### config.mk
export PLATFORM = sky130hd
export DESIGN_NAME = led_scanner_flat
export DESIGN_NICKNAME = d
export VERILOG_FILES = /design/src/rtl/led_scanner_if.sv /design/src/rtl/led_scanner.sv /design/src/flat_wrapper.sv
export SDC_FILE = /design/constraint.sdc
export NUM_CORES = 1
export LEC_CHECK = 0
export ABC_CLOCK_PERIOD_IN_PS = 3100
export BUFFER_PORTS_ARGS = -buffer_cell sky130_fd_sc_hd__buf_2
export CAP_MARGIN = 10
export CORE_MARGIN = 10
export CORE_UTILIZATION = 28
export CTS_BUF_LIST = sky130_fd_sc_hd__clkbuf_8
export DETAILED_ROUTE_END_ITERATION = 16
export MAX_ROUTING_LAYER = met4
export PLACE_DENSITY = 0.46
export SYNTH_ARGS = -nofsm -noshare
export SYNTH_HDL_FRONTEND = slang
export SYNTH_SLANG_ARGS = --single-unit
### constraint.sdc
create_clock -name clk -period 3.1 [get_ports clk]
set_input_delay 0.155 -clock clk [delete_from_list [all_inputs] [get_ports clk]]
set_output_delay 0.155 -clock clk [all_outputs]
set_load 0.05 [all_outputs]
### src/rtl/led_scanner_if.sv
// Control and status bundle for the LED scanner: run/mode/direction/speed
// controls in, LED pattern, current direction and step strobe out.
interface led_scanner_if #(
    parameter int WIDTH = 8
);
    logic             en;
    logic             mode;
    logic             dir_in;
    logic [1:0]       speed;
    logic [WIDTH-1:0] shift_out;
    logic             dir;
    logic             tick;

    modport master (
        output en, mode, dir_in, speed,
        input  shift_out, dir, tick
    );

    modport slave (
        input  en, mode, dir_in, speed,
        output shift_out, dir, tick
    );
endinterface

### src/rtl/led_scanner.sv
// LED scanner: a WIN-wide lit window walks across WIDTH LEDs, either
// bouncing between the two ends or rotating with wrap-around. Steps are
// paced by a free-running prescaler whose tap is chosen by speed.
//
// state   | meaning
// DIR_LSB | window moving toward bit 0
// DIR_MSB | window moving toward bit WIDTH-1
module led_scanner #(
    parameter int WIDTH    = 8,
    parameter int WIN      = 3,
    parameter int DIV_BITS = 20
) (
    input  logic          clk,
    input  logic          reset,
    led_scanner_if.slave  bus
);

    localparam int PW  = (WIDTH > 2) ? $clog2(WIDTH) : 1;
    localparam int TOP = WIDTH - WIN;

    localparam logic [PW-1:0]       POS_ZERO  = '0;
    localparam logic [PW-1:0]       POS_ONE   = PW'(1);
    localparam logic [PW-1:0]       POS_LAST  = PW'(WIDTH - 1);
    localparam logic [PW-1:0]       POS_RST   = PW'(TOP);
    localparam logic [WIDTH-1:0]    SHIFT_RST = ~({WIDTH{1'b1}} >> WIN);
    localparam logic [DIV_BITS-1:0] CNT_ONE   = DIV_BITS'(1);

    typedef enum logic {
        DIR_LSB = 1'b0,
        DIR_MSB = 1'b1
    } dir_e;

    logic [DIV_BITS-1:0] cnt_q, cnt_d;
    logic [DIV_BITS-1:0] tick_mask;
    logic [PW-1:0]       pos_q, pos_d;
    dir_e                dir_q, dir_d;
    logic [WIDTH-1:0]    shift_q, shift_d;
    logic                tick;

    // Lit window for a given position, wrapping past the MSB back to bit 0.
    function automatic logic [WIDTH-1:0] window(input logic [PW-1:0] p);
        logic [WIDTH-1:0] w;
        int               idx;
        w = '0;
        for (int k = 0; k < WIN; k++) begin
            idx = int'(p) + k;
            if (idx >= WIDTH) begin
                idx = idx - WIDTH;
            end
            w[idx] = 1'b1;
        end
        return w;
    endfunction

    // Step strobe: low (DIV_BITS-speed) prescaler bits all ones while running.
    always_comb begin
        tick_mask = {DIV_BITS{1'b1}} >> bus.speed;
        tick      = reset & bus.en & ((cnt_q & tick_mask) == tick_mask);
        cnt_d     = bus.en ? (cnt_q + CNT_ONE) : cnt_q;
    end

    // Next position/direction; only a tick moves anything.
    always_comb begin
        pos_d = pos_q;
        dir_d = dir_q;
        if (tick) begin
            if (!bus.mode) begin
                if (int'(pos_q) > TOP) begin
                    // Coming out of rotate beyond the bounce range: park at the top end.
                    pos_d = POS_RST;
                    dir_d = DIR_LSB;
                end else if (TOP == 0) begin
                    // Window fills the whole bar; only the direction flips.
                    dir_d = (dir_q == DIR_LSB) ? DIR_MSB : DIR_LSB;
                end else if (dir_q == DIR_LSB) begin
                    if (pos_q != POS_ZERO) begin
                        pos_d = pos_q - POS_ONE;
                    end else begin
                        pos_d = POS_ONE;
                        dir_d = DIR_MSB;
                    end
                end else begin
                    if (int'(pos_q) < TOP) begin
                        pos_d = pos_q + POS_ONE;
                    end else begin
                        pos_d = pos_q - POS_ONE;
                        dir_d = DIR_LSB;
                    end
                end
            end else begin
                dir_d = dir_e'(bus.dir_in);
                if (bus.dir_in) begin
                    pos_d = (pos_q == POS_LAST) ? POS_ZERO : (pos_q + POS_ONE);
                end else begin
                    pos_d = (pos_q == POS_ZERO) ? POS_LAST : (pos_q - POS_ONE);
                end
            end
        end
        shift_d = window(pos_d);
    end

    // State registers; reset parks the window at the MSB end heading toward LSB.
    always_ff @(posedge clk or negedge reset) begin
        if (!reset) begin
            cnt_q   <= '0;
            pos_q   <= POS_RST;
            dir_q   <= DIR_LSB;
            shift_q <= SHIFT_RST;
        end else begin
            cnt_q   <= cnt_d;
            pos_q   <= pos_d;
            dir_q   <= dir_d;
            shift_q <= shift_d;
        end
    end

    assign bus.shift_out = shift_q;
    assign bus.dir       = dir_q;
    assign bus.tick      = tick;

endmodule

### src/flat_wrapper.sv
// flat-port wrapper written by rule: the top's interface ports become plain ports
module led_scanner_flat 
#(
    parameter int WIDTH    = 8,
    parameter int WIN      = 3,
    parameter int DIV_BITS = 20
)
  (clk, reset, bus_en, bus_mode, bus_dir_in, bus_speed, bus_shift_out, bus_dir, bus_tick);
  led_scanner_if #(.WIDTH(WIDTH)) bus_i ();
  input  logic clk;
  input  logic reset;
  input wire logic [$bits(bus_i.en)-1:0] bus_en;
  input wire logic [$bits(bus_i.mode)-1:0] bus_mode;
  input wire logic [$bits(bus_i.dir_in)-1:0] bus_dir_in;
  input wire logic [$bits(bus_i.speed)-1:0] bus_speed;
  output wire logic [$bits(bus_i.shift_out)-1:0] bus_shift_out;
  output wire logic [$bits(bus_i.dir)-1:0] bus_dir;
  output wire logic [$bits(bus_i.tick)-1:0] bus_tick;
  assign bus_i.en = bus_en;
  assign bus_i.mode = bus_mode;
  assign bus_i.dir_in = bus_dir_in;
  assign bus_i.speed = bus_speed;
  assign bus_shift_out = bus_i.shift_out;
  assign bus_dir = bus_i.dir;
  assign bus_tick = bus_i.tick;
  led_scanner #(.WIDTH(WIDTH), .WIN(WIN), .DIV_BITS(DIV_BITS)) u_core (.clk(clk), .reset(reset), .bus(bus_i));
endmodule
==> results of run 1 <==
## critical path, stage by stage, from the launching register on
cell and delay (ns):
sky130_fd_sc_hd__dfstp_2 0.61, sky130_fd_sc_hd__inv_1 0.09, sky130_fd_sc_hd__ha_1 0.35, sky130_fd_sc_hd__a21o_1 0.19
sky130_fd_sc_hd__a21oi_1 0.14, sky130_fd_sc_hd__a32oi_1 0.15, sky130_fd_sc_hd__a21oi_1 0.23, sky130_fd_sc_hd__ha_1 0.26
sky130_fd_sc_hd__nand2b_1 0.12, sky130_fd_sc_hd__a2bb2oi_1 0.06, sky130_fd_sc_hd__a2111o_1 0.39, sky130_fd_sc_hd__mux2i_1 0.20
## state kept, by name (all words and copies together), names as in the netlist
name and cells:
u_core.bus.shift_out 8, u_core.bus.dir 1, u_core.pos_q 3, u_core.cnt_q 20
## final timing paths
| kind | from | end | slack (ns) | cells past startpoint |
|---|---|---|---|---|
| worst min-delay path | bus_en | u_core.cnt_q[0] | 0.14 | 2 |
| worst max register to register | u_core.pos_q[0] | u_core.bus.shift_out[1] | 0.20 | 11 |
| max in group asynchronous | reset | u_core.bus.shift_out[5] | 2.30 | 3 |
| worst max-delay path | u_core.pos_q[0] | u_core.bus.shift_out[1] | 0.20 | 11 |
| min in group asynchronous | reset | u_core.cnt_q[19] | 0.47 | 3 |
| worst min register to register | u_core.cnt_q[15] | u_core.cnt_q[15] | 0.48 | 1 |
## kinds of logic (layout without fill, tap and decap cells)
family | after synthesis | count (layout) | share of synthesized area (%)
DFF | 32 | 32 | 45.0
and+or+nand+nor | 60 | 60 | 20.9
xor gates and xnor gates | 22 | 22 | 10.7
buffers and inverters | 11 | 39 | 2.51
adders and majority gates | 6 | 6 | 4.19
muxes | 5 | 5 | 2.86
AOI/OAI and AO/OA | 33 | 33 | 13.8
## metal layers
metal	vias up	part of all wire (%)
li1	662	-
met1	634	49
met2	18	45
met3	7	4.2
met4	0	1.1
met5	-	0
## power groups by stage
stage | combinational [mW] | clock (mW) | sequential, mW
after floorplan | 0.0755 | 0 | 0.510
after global placement | 0.102 | 0 | 0.519
after detailed placement | 0.104 | 0 | 0.519
after CTS | 0.106 | 0.458 | 0.512
after global routing | 0.116 | 0.479 | 0.520
final | 0.104 | 0.445 | 0.512
## metrics by stage
step,util [%],cell area [µm²]
after floorplan,-,1790
after global placement,31.9,2000
after detailed placement,31.9,2000
after CTS,34.1,2140
after global routing,34.1,2140
final,34.1,2140
## area by class of cell
type                            count  area (µm²)
Timing Repair Buffer               24         143
Clock buffer                        7        96.3
Multi-Input combinational cell    126         941
Fill cell                         655        4140
Inverter                            7        27.5
Sequential cell                    32         807
Clock inverter                      1        30.0
Tap cell                           77        96.3
## layout by cell type, fill, tap and decap left out, types with 2 or more instances in the layout
cell type                  Yosys  layout
sky130_fd_sc_hd__a21oi_1       7       7
sky130_fd_sc_hd__nand3_1       8       8
sky130_fd_sc_hd__o211ai_1      2       2
sky130_fd_sc_hd__nand4_1       5       5
sky130_fd_sc_hd__ha_1          6       6
sky130_fd_sc_hd__nor2b_1       2       2
sky130_fd_sc_hd__buf_2         2      16
sky130_fd_sc_hd__xor2_1        6       6
sky130_fd_sc_hd__nor3_1        2       2
sky130_fd_sc_hd__nand2_1      11      11
sky130_fd_sc_hd__and3_1        4       4
sky130_fd_sc_hd__mux2i_1       4       4
sky130_fd_sc_hd__o211ai_2      2       2
sky130_fd_sc_hd__and2_1        2       2
sky130_fd_sc_hd__inv_1         5       5
sky130_fd_sc_hd__a21o_1        2       2
sky130_fd_sc_hd__nand2b_1      6       6
sky130_fd_sc_hd__o21a_1        2       2
sky130_fd_sc_hd__dfrtp_1      27      27
sky130_fd_sc_hd__nor2_1        7       7
sky130_fd_sc_hd__o21ai_1       3       3
sky130_fd_sc_hd__clkbuf_8      0       7
sky130_fd_sc_hd__buf_4         0       7
sky130_fd_sc_hd__xnor2_1      16      16
sky130_fd_sc_hd__o31ai_1       2       2
sky130_fd_sc_hd__nor4b_1       2       2
sky130_fd_sc_hd__a22o_1        2       2
sky130_fd_sc_hd__dfstp_2       5       5
==> metrics.log, run 1 <==
INFO  metric crit_path_end_kind = flip-flop
INFO  metric post-route-drc-count = 0
INFO  metric worst-path-max-fanout = 8
INFO  metric detail_route.wl_per_cell = about 14 µm
INFO  metric post_drt_via_cell_ratio = 4.82
INFO  metric groute.usage.overall = 8.45%
INFO  metric die_y = around 100 µm
INFO  metric port_buffers = 16
INFO  metric synthDistinctLibCells = 53
INFO  metric cell_internal_pwr = 801 µW
INFO  metric netsw = 259 µW
INFO  metric post_cts_buffers = 0
INFO  metric grt_first_pass_wirelength = 6640 µm
INFO  metric dr.first_iter.drc_count = 83
INFO  metric start_util = 28.6%
INFO  metric die_area = around 10,000 µm²
INFO  metric max_freq = between 0.3 and 0.4 GHz
INFO  metric top_usage_layer = met2
INFO  metric number_of_clock_sinks = 32
INFO  metric finalNetCount = between 200 and 250
INFO  metric combinationalPowerShare = slightly below 10%
INFO  metric worst-endpoint-arrival = roughly 3 ns
INFO  metric share_seq_of_total_power = 48.3%
INFO  metric vdd.ir_drop.worst = 0.000235 V
INFO  metric setup_repair_after_global_routing_missed_its_margin = false
INFO  metric drt-pass1-iter-count = 4
INFO  metric met3_usage = 3.43%
INFO  metric period_share = 93.5%
INFO  metric grt_pass1_vias = 1,324
INFO  metric report.final.slew_viol_count = 0
INFO  metric report.power.total = between 1 and 1.5 mW
INFO  metric syn_nets = 182
INFO  metric clk_transition_reported_paths = approximately 0.070 ns
INFO  metric routabilityCongestion = 0.739
INFO  metric numPlacedInstances = 265
INFO  metric cells_after_synthesis = 169
INFO  metric share_clk_of_total_power = 42.0%
INFO  metric number_of_enable_type_register_cells_in_the_synthesized_netlist = 0
INFO  metric cts.repair.resized = 0
INFO  metric postSynth.asyncResetShare = 100%
INFO  metric overflow = 0
INFO  metric tritoncts = built
INFO  metric yosys_warnings = 0
INFO  metric placementRows = 29
INFO  metric yosys-top-cells-count = sky130_fd_sc_hd__dfrtp_1, sky130_fd_sc_hd__xnor2_1, sky130_fd_sc_hd__nand2_1
INFO  metric postLayoutSetupSlackWorst = 0.203 ns
INFO  metric required = 3.29 ns
INFO  metric slew-limit-headroom = 63.4%
INFO  metric synth.most_common_cell = sky130_fd_sc_hd__dfrtp_1
INFO  metric post_route_cells_drive_above_1_share = 24.9%
INFO  metric dp_slack = 0.236 ns
INFO  metric timing_worst_slew_pin_value = 0.533 ns
INFO  metric detailroute.via_count = 1,321
INFO  metric grt_start_max_net_pins = 33
INFO  metric fin_hold_ws = 0.141 ns
INFO  metric design.core.area = 6280 µm²
INFO  metric post-synth-top-area-fraction = 37.7%
INFO  metric clock_root_buffer_master = sky130_fd_sc_hd__clkbuf_8
INFO  metric netlist_top_cells_area = sky130_fd_sc_hd__dfrtp_1, sky130_fd_sc_hd__xnor2_1, sky130_fd_sc_hd__dfstp_2, sky130_fd_sc_hd__ha_1, sky130_fd_sc_hd__xor2_1
INFO  metric yosys_register_bits = 32
INFO  metric cap_viol_max_count = 0
INFO  metric synth-seq-area-share = 45.0%
INFO  metric pin_count = 17
INFO  metric drt-total-wl = 3890 µm
INFO  metric number_of_hold_repair_buffers_added_at_the_cts_stage = 1
INFO  metric met1_usage = 10.5%
INFO  metric post_synth.cell_area_avg = 10.6 µm²
INFO  metric antenna_cells = 0
INFO  metric finalSetupViolCount = 0
INFO  metric sw_frac_of_total = 24.5%
INFO  metric netlist_area = 1790 µm²
INFO  metric layout.cells.non_filler = 274
INFO  metric tns = 0 ns
INFO  metric dieWidth = 100 µm
INFO  metric drt.antenna.violating_nets = 0
INFO  metric h-tree-depth = 2
INFO  metric timing_worst_setup_path_type = flip-flop to flip-flop
INFO  metric flow.area_growth_from_synthesis = 19.4%
INFO  metric post-route-min-period = 2.90 ns
INFO  metric timing_hold_violations_final = 0
INFO  metric timing.critical_path.from_type = flip-flop
INFO  metric cellPowerDensity = 495 nW/µm²
INFO  metric cts-root-to-sink-buffers = 2
INFO  metric worstSkewPairLatency = between 0.2 and 0.3 ns
INFO  metric met2_global_route_usage = 12.4%
INFO  metric cts-buffers-inserted = 5
INFO  metric ys_dominant_reg_cell = sky130_fd_sc_hd__dfrtp_1
INFO  metric static-leakage-power = around 0.94 nW
INFO  metric antenna_found_initial = 0
INFO  metric netlist.top_cell.by_area = sky130_fd_sc_hd__dfrtp_1
INFO  metric place.detailed.hpwl = 2910 µm
INFO  metric status = finished, final reports clean
INFO  metric min-delay-path-class = primary input to flip-flop
INFO  metric finClkSkew = roughly 0.0067 ns
No activity file was read; power rests on OpenSTA's default activity.
==> run 2, diff against run 1 <==
- ABC_AREA: unset -> 1
- CORE_MARGIN: 10 -> unset
==> metrics.log, run 2 <==
INFO  metric fin_hold_ws = 0.140 ns (was 0.141 ns)
INFO  metric min-delay-path-class = primary input to flip-flop (unchanged)
INFO  metric drt-pass1-iter-count = 10 (was 4)
INFO  metric die_y = 83.9 µm (was 100 µm)
INFO  metric postSynth.asyncResetShare = 100% (unchanged)
INFO  metric netlist.top_cell.by_area = sky130_fd_sc_hd__dfrtp_1 (unchanged)
INFO  metric dp_slack = 0.754 ns (was 0.236 ns)
INFO  metric finalNetCount = 275 (was 209)
INFO  metric slew-limit-headroom = 73.2% (was 63.4%)
INFO  metric largest_register = u_core.cnt_q (unchanged)
INFO  metric timing_worst_setup_path_type = flip-flop to flip-flop (unchanged)
INFO  metric worst-path-max-fanout = 7 (was 8)
INFO  metric timing_worst_slew_pin_value = 0.403 ns (was 0.533 ns)
INFO  metric design.core.area = 6420 µm² (was 6280 µm²)
INFO  metric pin_count = 17 (unchanged)
INFO  metric netlist_top_cells_area = sky130_fd_sc_hd__dfrtp_1, sky130_fd_sc_hd__nand2_1, sky130_fd_sc_hd__nand3_1, sky130_fd_sc_hd__dfstp_2, sky130_fd_sc_hd__xor2_1 (was sky130_fd_sc_hd__dfrtp_1, sky130_fd_sc_hd__xnor2_1, sky130_fd_sc_hd__dfstp_2, sky130_fd_sc_hd__ha_1, sky130_fd_sc_hd__xor2_1)
INFO  metric placementRows = 29 (unchanged)
INFO  metric synth.most_common_cell = sky130_fd_sc_hd__nand2_1 (was sky130_fd_sc_hd__dfrtp_1)
INFO  metric cellPowerDensity = 449 nW/µm² (was 495 nW/µm²)
INFO  metric worst_setup_path_endpoint = u_core.bus.shift_out[6] (was u_core.bus.shift_out[1])
INFO  metric dr.first_iter.drc_count = 76 (was 83)
INFO  metric antenna_cells = 0 (unchanged)
INFO  metric cap_viol_max_count = 0 (unchanged)
INFO  metric grt_start_max_net_pins = 33 (unchanged)
INFO  metric layout_commonest_cell = sky130_fd_sc_hd__nand2_1 (was sky130_fd_sc_hd__dfrtp_1)
INFO  metric ys_dominant_reg_cell = sky130_fd_sc_hd__dfrtp_1 (unchanged)
INFO  metric grt_first_pass_wirelength = 7060 µm (was 6640 µm)
INFO  metric postLayoutSetupSlackWorst = 0.771 ns (was 0.203 ns)
INFO  metric combinationalPowerShare = 15.2% (was 9.8%)
INFO  metric syn_nets = 251 (was 182)
INFO  metric overflow = 0 (unchanged)
INFO  metric violations = design-rule violations
INFO  metric antenna_found_initial = 0 (unchanged)
INFO  metric yosys_warnings = 0 (unchanged)
INFO  metric drt-total-wl = 3910 µm (was 3890 µm)
INFO  metric vdd.ir_drop.worst = 0.000171 V (was 0.000235 V)
INFO  metric cts-buffers-inserted = 5 (unchanged)
INFO  metric period_share = 75.1% (was 93.5%)
INFO  metric reg2reg_to = u_core.bus.shift_out[6] (was u_core.bus.shift_out[1])
INFO  metric post-route-min-period = 2.33 ns (was 2.90 ns)
INFO  metric routabilityCongestion = 0.823 (was 0.739)
INFO  metric cts-root-to-sink-buffers = 2 (unchanged)
INFO  metric placedInstanceArea = 2050 µm² (was 2000 µm²)
INFO  metric holdPathStages = 2 (unchanged)
INFO  metric regToRegSetupSlack = 0.77 ns (was 0.20 ns)
INFO  metric static-leakage-power = 1.06 nW (was 0.937 nW)
INFO  metric drt.antenna.violating_nets = 0 (unchanged)
INFO  metric flow.area_growth_from_synthesis = 14.2% (was 19.4%)
INFO  metric h-tree-depth = 2 (unchanged)
INFO  metric worst_setup_path_startpoint = u_core.pos_q[0] (unchanged)
INFO  metric post_cts_buffers = 0 (unchanged)
INFO  metric yosys-top-cells-count = sky130_fd_sc_hd__nand2_1, sky130_fd_sc_hd__nand3_1, sky130_fd_sc_hd__dfrtp_1 (was sky130_fd_sc_hd__dfrtp_1, sky130_fd_sc_hd__xnor2_1, sky130_fd_sc_hd__nand2_1)
INFO  metric place.detailed.hpwl = 3010 µm (was 2910 µm)
INFO  metric post-synth-top-area-fraction = 36.0% (was 37.7%)
INFO  metric post-route-drc-count = 2 (was 0)
INFO  metric setup_repair_after_global_routing_missed_its_margin = false (unchanged)
INFO  metric timing.reg2reg.worst_path_depth = 14 (was 11)
INFO  metric worstReg2RegStart = u_core.pos_q[0] (unchanged)
INFO  metric share_seq_of_total_power = 53.3% (was 48.3%)
INFO  metric finalSetupViolCount = 0 (unchanged)
INFO  metric tritoncts = built (unchanged)
INFO  metric number_of_clock_sinks = 32 (unchanged)
INFO  metric cells_after_synthesis = 238 (was 169)
INFO  metric worstSkewPairLatency = 0.28 ns (was 0.29 ns)
INFO  metric timing_hold_violations_final = 0 (unchanged)
INFO  metric crit_path_end_kind = flip-flop (unchanged)
INFO  metric grt_pass1_vias = 1,497 (was 1,324)
INFO  metric detailroute.via_count = 1,563 (was 1,321)
INFO  metric detail_route.wl_per_cell = 11.5 µm (was 14.2 µm)
INFO  metric post_synth.cell_area_avg = 7.90 µm² (was 10.6 µm²)
INFO  metric dieWidth = 83.9 µm (was 100 µm)
INFO  metric max_freq = 0.429 GHz (was 0.345 GHz)
INFO  metric cell_internal_pwr = 672 µW (was 801 µW)
INFO  metric tns = 0 ns (unchanged)
INFO  metric sw_frac_of_total = 30.2% (was 24.5%)
INFO  metric clock_root_buffer_master = sky130_fd_sc_hd__clkbuf_8 (unchanged)
INFO  metric post_drt_via_cell_ratio = 4.60 (was 4.82)
INFO  metric largest_register_ff_count = 20 (unchanged)
INFO  metric yosys_register_bits = 32 (unchanged)
INFO  metric required = 3.30 ns (was 3.29 ns)
INFO  metric post_route_cells_drive_above_1_share = 17.5% (was 24.9%)
INFO  metric synthDistinctLibCells = 28 (was 53)
INFO  metric start_util = 29.3% (was 28.6%)
INFO  metric netsw = 291 µW (was 259 µW)
INFO  metric number_of_enable_type_register_cells_in_the_synthesized_netlist = 0 (unchanged)
INFO  metric synth-seq-area-share = 42.9% (was 45.0%)
INFO  metric cts.repair.resized = 0 (unchanged)
INFO  metric port_buffers = 16 (unchanged)
INFO  metric layout.filler_cells = 675 (was 655)
INFO  metric netlist_area = 1880 µm² (was 1790 µm²)
INFO  metric layout_common_cells = sky130_fd_sc_hd__nand2_1, sky130_fd_sc_hd__nand3_1, sky130_fd_sc_hd__inv_1, sky130_fd_sc_hd__dfrtp_1, sky130_fd_sc_hd__nor2_1 (was sky130_fd_sc_hd__dfrtp_1, sky130_fd_sc_hd__xnor2_1, sky130_fd_sc_hd__buf_2, sky130_fd_sc_hd__nand2_1, sky130_fd_sc_hd__nand3_1)
INFO  metric timing.critical_path.from_type = flip-flop (unchanged)
INFO  metric report.final.slew_viol_count = 0 (unchanged)
INFO  metric die_area = 7040 µm² (was 10,000 µm²)
INFO  metric worst-endpoint-arrival = 2.53 ns (was 3.09 ns)
INFO  metric layout.cells.non_filler = 340 (was 274)
INFO  metric groute.usage.overall = 12.8% (was 8.45%)
INFO  metric share_clk_of_total_power = 31.5% (was 42.0%)
INFO  metric status = finished with violations (was finished, final reports clean)
INFO  metric clk_transition_reported_paths = 0.07 ns (about the same)
INFO  metric layout.cell_area.non_filler = 2150 µm² (was 2140 µm²)
INFO  metric numPlacedInstances = 331 (was 265)
INFO  metric finClkSkew = 0.0107 ns (was 0.00666 ns)
## run 2: critical path, stage by stage (launching register included)
cell,delay [ns]
sky130_fd_sc_hd__dfstp_2,0.59
sky130_fd_sc_hd__inv_1,0.08
sky130_fd_sc_hd__ha_1,0.29
sky130_fd_sc_hd__inv_1,0.11
sky130_fd_sc_hd__nand3_1,0.08
sky130_fd_sc_hd__o21ai_0,0.08
sky130_fd_sc_hd__nand3_1,0.12
sky130_fd_sc_hd__nand2_1,0.08
sky130_fd_sc_hd__nand2_1,0.05
sky130_fd_sc_hd__nand2_1,0.14
sky130_fd_sc_hd__ha_1,0.21
sky130_fd_sc_hd__inv_1,0.06
sky130_fd_sc_hd__nand3_1,0.09
sky130_fd_sc_hd__nand3_1,0.10
sky130_fd_sc_hd__a21oi_1,0.17
## run 2: logic make-up after synthesis
family | Yosys count | share of synthesized area (%)
compound gates | 17 | 4.99
xor+xnor | 16 | 7.46
fa+ha+maj | 6 | 3.99
buf+inv | 29 | 6.32
flops | 32 | 42.9
simple gates | 138 | 34.3
## run 2: power by group through the flow
stage	Clock [mW]	Combinational, mW	Sequential [mW]
after floorplan	0	0.102	0.518
after global placement	0	0.150	0.520
after detailed placement	0	0.149	0.520
after CTS	0.323	0.149	0.514
after global routing	0.343	0.175	0.522
final	0.303	0.147	0.513
## run 2: what timing repair did
item / 4_1_cts / 5_1_grt
hold buffers: 1 / 0
endpoints found under the setup margin: 0 / 0
hold endpoints to repair: 27 / 0
## run 2: per-stage QoR
stage	utilization [%]	power [mW]
3_5_place_dp	32.0	0.670
5_1_grt	33.4	1.04
3_3_place_gp	32.0	0.669
4_1_cts	33.4	0.987
6_report	33.4	0.963
2_1_floorplan	-	0.620
## run 2: metal layers
layer  vias up  global-route usage (%)  routed length, µm
met5         -                       -                  0
met4         0                    3.92                 32
met3         2                    3.46                166
met2        34                    17.9               1620
met1       708                    17.9               2090
li1        819                       -                  -
## run 2: how the worst min path moves through the flow
stage / start / to / slack (ns)
after floorplan: reset / u_core.bus.dir / -0.14
after global placement: reset / u_core.cnt_q[4] / 0.25
after detailed placement: reset / u_core.cnt_q[4] / 0.24
after CTS: bus_en / u_core.cnt_q[0] / 0.13
after global routing: bus_en / u_core.cnt_q[0] / 0.14
final: bus_en / u_core.cnt_q[0] / 0.14
## run 2: cell type report
cell class | count | area (µm²) | area share [%]
repair buffers | 18 | 97.6 | 4.55
well taps | 77 | 96.3 | 4.49
clock buffers | 5 | 68.8 | 3.21
flip-flops and latches | 32 | 807 | 37.6
multi-input cells | 177 | 953 | 44.4
clock inverters | 3 | 16.3 | 0.758
inverters | 28 | 108 | 5.01
==> run 3, diff against run 2 <==
- ABC_CLOCK_PERIOD_IN_PS: 3100 -> 2400
- clock period: 3.1 -> 2.4 ns (I/O delays scaled with it)
==> metrics.log, run 3 (synthesized netlist as in run 2, its figures left out) <==
INFO  metric status = finished with violations (unchanged)
INFO  metric max_freq = 0.441 GHz (was 0.429 GHz)
INFO  metric die_area = 7040 µm² (unchanged)
INFO  metric holdPathStages = 2 (unchanged)
INFO  metric share_clk_of_total_power = 32.9% (was 31.5%)
INFO  metric groute.usage.overall = 13.7% (was 12.8%)
INFO  metric design.core.area = 6420 µm² (unchanged)
INFO  metric timing.reg2reg.worst_path_depth = 15 (was 14)
INFO  metric grt_start_max_net_pins = 33 (unchanged)
INFO  metric detailroute.via_count = 1,566 (was 1,563)
INFO  metric report.power.total = 1.27 mW (was 963 µW)
INFO  metric clk_transition_reported_paths = 0.07 ns (about the same)
INFO  metric drt.antenna.violating_nets = 0 (unchanged)
INFO  metric cell_internal_pwr = 896 µW (was 672 µW)
INFO  metric start_util = 29.3% (unchanged)
INFO  metric post_drt_via_cell_ratio = 4.58 (was 4.60)
INFO  metric layout.area.seq = 807 µm² (unchanged)
INFO  metric port_buffers = 16 (unchanged)
INFO  metric dr.first_iter.drc_count = 57 (was 76)
INFO  metric timing.critical_path.from_type = flip-flop (unchanged)
INFO  metric clock_root_buffer_master = sky130_fd_sc_hd__clkbuf_8 (unchanged)
INFO  metric die_y = 83.9 µm (unchanged)
INFO  metric cp_slowest_cell = sky130_fd_sc_hd__dfstp_2 (unchanged)
INFO  metric hold_path.startpoint = bus_en (unchanged)
INFO  metric cellPowerDensity = 583 nW/µm² (was 449 nW/µm²)
INFO  metric postLayoutSetupSlackWorst = 0.133 ns (was 0.771 ns)
INFO  metric detail_route.wl_per_cell = 12.3 µm (was 11.5 µm)
INFO  metric cap_viol_max_count = 0 (unchanged)
INFO  metric largest_register_ff_count = 20 (unchanged)
INFO  metric reg2reg_to = u_core.bus.shift_out[0] (was u_core.bus.shift_out[6])
INFO  metric post-route-drc-count = 2 (unchanged)
INFO  metric antenna_cells = 0 (unchanged)
INFO  metric dp_slack = 0.0362 ns (was 0.754 ns)
INFO  metric min_delay_worst_endpoint = u_core.cnt_q[0] (unchanged)
INFO  metric number_of_clock_sinks = 32 (unchanged)
INFO  metric overflow = 0 (unchanged)
INFO  metric drt-total-wl = 4200 µm (was 3910 µm)
INFO  metric layout_common_cells = sky130_fd_sc_hd__nand2_1, sky130_fd_sc_hd__nand3_1, sky130_fd_sc_hd__inv_1, sky130_fd_sc_hd__dfrtp_1, sky130_fd_sc_hd__nor2_1 (unchanged)
INFO  metric routabilityCongestion = 0.847 (was 0.823)
INFO  metric placementRows = 29 (unchanged)
INFO  metric grt_first_pass_wirelength = 7450 µm (was 7060 µm)
INFO  metric worstSkewPairLatency = 0.28 ns (about the same)
INFO  metric cts-buffers-inserted = 5 (unchanged)
INFO  metric worst-path-max-fanout = 5 (was 7)
INFO  metric timing_worst_setup_path_type = flip-flop to flip-flop (unchanged)
INFO  metric min-delay-path-class = primary input to flip-flop (unchanged)
INFO  metric post_route_cells_drive_above_1_share = 19.2% (was 17.5%)
INFO  metric h-tree-depth = 2 (unchanged)
INFO  metric static-leakage-power = 1.08 nW (was 1.06 nW)
INFO  metric period_share = 94.5% (was 75.1%)
INFO  metric drt-pass1-iter-count = 10 (unchanged)
INFO  metric timing_worst_slew_pin_value = 0.418 ns (was 0.403 ns)
INFO  metric grt_pass1_vias = 1,608 (was 1,497)
INFO  metric vdd.ir_drop.worst = 0.000187 V (was 0.000171 V)
INFO  metric sw_frac_of_total = 29.6% (was 30.2%)
INFO  metric finalSetupViolCount = 0 (unchanged)
INFO  metric slew-limit-headroom = 72.2% (was 73.2%)
INFO  metric place.detailed.hpwl = 3150 µm (was 3010 µm)
INFO  metric largest_register = u_core.cnt_q (unchanged)
INFO  metric antenna_found_initial = 0 (unchanged)
INFO  metric cpPeakStageDelay = 0.53 ns (was 0.59 ns)
INFO  metric worst-endpoint-arrival = 2.43 ns (was 2.53 ns)
INFO  metric area_occupied_by_multi_input_gates = 967 µm² (was 953 µm²)
INFO  metric dieWidth = 83.9 µm (unchanged)
INFO  metric post-route-util = 34.0% (was 33.4%)
INFO  metric cts-root-to-sink-buffers = 2 (unchanged)
INFO  metric share_seq_of_total_power = 52.2% (was 53.3%)
INFO  metric pin_count = 17 (unchanged)
INFO  metric critPathTopFamily = simple AND/OR/NAND/NOR gates (unchanged)
INFO  metric timing_hold_violations_final = 0 (unchanged)
INFO  metric flow.area_growth_from_synthesis = 16.0% (was 14.2%)
INFO  metric required = 2.56 ns (was 3.30 ns)
INFO  metric report.final.slew_viol_count = 0 (unchanged)
INFO  metric fin_hold_ws = 0.0930 ns (was 0.140 ns)
INFO  metric combinationalPowerShare = 14.9% (was 15.2%)
INFO  metric tritoncts = built (unchanged)
INFO  metric crit_path_end_kind = flip-flop (unchanged)
INFO  metric worstReg2RegStart = u_core.pos_q[0] (unchanged)
INFO  metric layout_commonest_cell = sky130_fd_sc_hd__nand2_1 (unchanged)
INFO  metric violations = design-rule violations (unchanged)
INFO  metric netsw = 376 µW (was 291 µW)
INFO  metric finClkSkew = 0.00243 ns (was 0.0107 ns)
INFO  metric finalNetCount = 277 (was 275)
INFO  metric layout.filler_cells = 682 (was 675)
INFO  metric post-route-min-period = 2.27 ns (was 2.33 ns)
INFO  metric regToRegSetupSlack = 0.13 ns (was 0.77 ns)
INFO  metric crit_top_cell = sky130_fd_sc_hd__nand3_1 (unchanged)
INFO  metric critical_path.cell_chain = inv_1 -> ha_1 -> inv_1 -> nand3_1 -> o21ai_0 -> nand3_1 -> nand2_1 -> nand2_1 -> nand2_2 -> ha_2 -> inv_1 -> nand3_1 -> nand2_1 -> nand3_1 -> nand3_1 (was inv_1 -> ha_1 -> inv_1 -> nand3_1 -> o21ai_0 -> nand3_1 -> nand2_1 -> nand2_1 -> nand2_1 -> ha_1 -> inv_1 -> nand3_1 -> nand3_1 -> a21oi_1)
INFO  metric critical_path.n_buffers_inverters = 3 (unchanged)
run 3: layer usage:
| layer | vias up | part of all wire, % | global-route usage, % |
|---|---|---|---|
| met5 | - | 0 | - |
| met4 | 0 | 1.7 | 5.17 |
| met3 | 5 | 3.6 | 2.67 |
| met2 | 28 | 43 | 20.2 |
| met1 | 715 | 52 | 18.4 |
| li1 | 818 | - | - |
run 3: timing repair:
action,in CTS,in global routing
hold buffers,1,0
buffers inserted,0,1
hold endpoints to repair,27,0
resized for setup,0,4
setup endpoints to repair,0,8
run 3: area by class of cell:
cell class / instances / share of cell area [%]
clock buffers: 6 / 3.79
clock inverters: 2 / 0.344
inverters: 28 / 4.93
multi-input cells: 177 / 44.3
flip-flops and latches: 32 / 37.0
well taps: 77 / 4.42
repair buffers: 20 / 5.16
run 3: worst max path at each step:
stage               startpoint                 endpoint  slack [ns]  depth (start not counted)
3_3_place_gp   u_core.pos_q[0]  u_core.bus.shift_out[0]        0.08                         15
4_1_cts        u_core.pos_q[0]  u_core.bus.shift_out[3]        0.02                         14
2_1_floorplan  u_core.pos_q[0]  u_core.bus.shift_out[0]        0.35                         15
6_report       u_core.pos_q[0]  u_core.bus.shift_out[0]        0.13                         15
3_5_place_dp   u_core.pos_q[0]  u_core.bus.shift_out[0]        0.04                         15
5_1_grt        u_core.pos_q[0]  u_core.bus.shift_out[0]       -0.03                         15
run 3: worst register-to-register path, stage by stage (launching register included):
cell                      delay [ns]
sky130_fd_sc_hd__dfstp_2        0.53
sky130_fd_sc_hd__inv_1          0.06
sky130_fd_sc_hd__ha_1           0.28
sky130_fd_sc_hd__inv_1          0.11
sky130_fd_sc_hd__nand3_1        0.09
sky130_fd_sc_hd__o21ai_0        0.08
sky130_fd_sc_hd__nand3_1        0.12
sky130_fd_sc_hd__nand2_1        0.08
sky130_fd_sc_hd__nand2_1        0.06
sky130_fd_sc_hd__nand2_2        0.11
sky130_fd_sc_hd__ha_2           0.20
sky130_fd_sc_hd__inv_1          0.06
sky130_fd_sc_hd__nand3_1        0.11
sky130_fd_sc_hd__nand2_1        0.09
sky130_fd_sc_hd__nand3_1        0.09
sky130_fd_sc_hd__nand3_1        0.07
run 3: power groups by stage:
stage	clock (mW)	combinational, mW	sequential (mW)
finish	0.419	0.190	0.664
global route	0.462	0.221	0.679
global placement	0	0.189	0.673
CTS	0.445	0.193	0.664
floorplan	0	0.132	0.669
detailed placement	0	0.193	0.672
run 3: metrics by stage:
step                      std cells  area, µm²  setup TNS, ns
final                           342       2180              0
after global routing            342       2180        -0.0751
after floorplan                 238       1880              0
after detailed placement        332       2060              0
after CTS                       341       2160              0
after global placement          332       2060              0
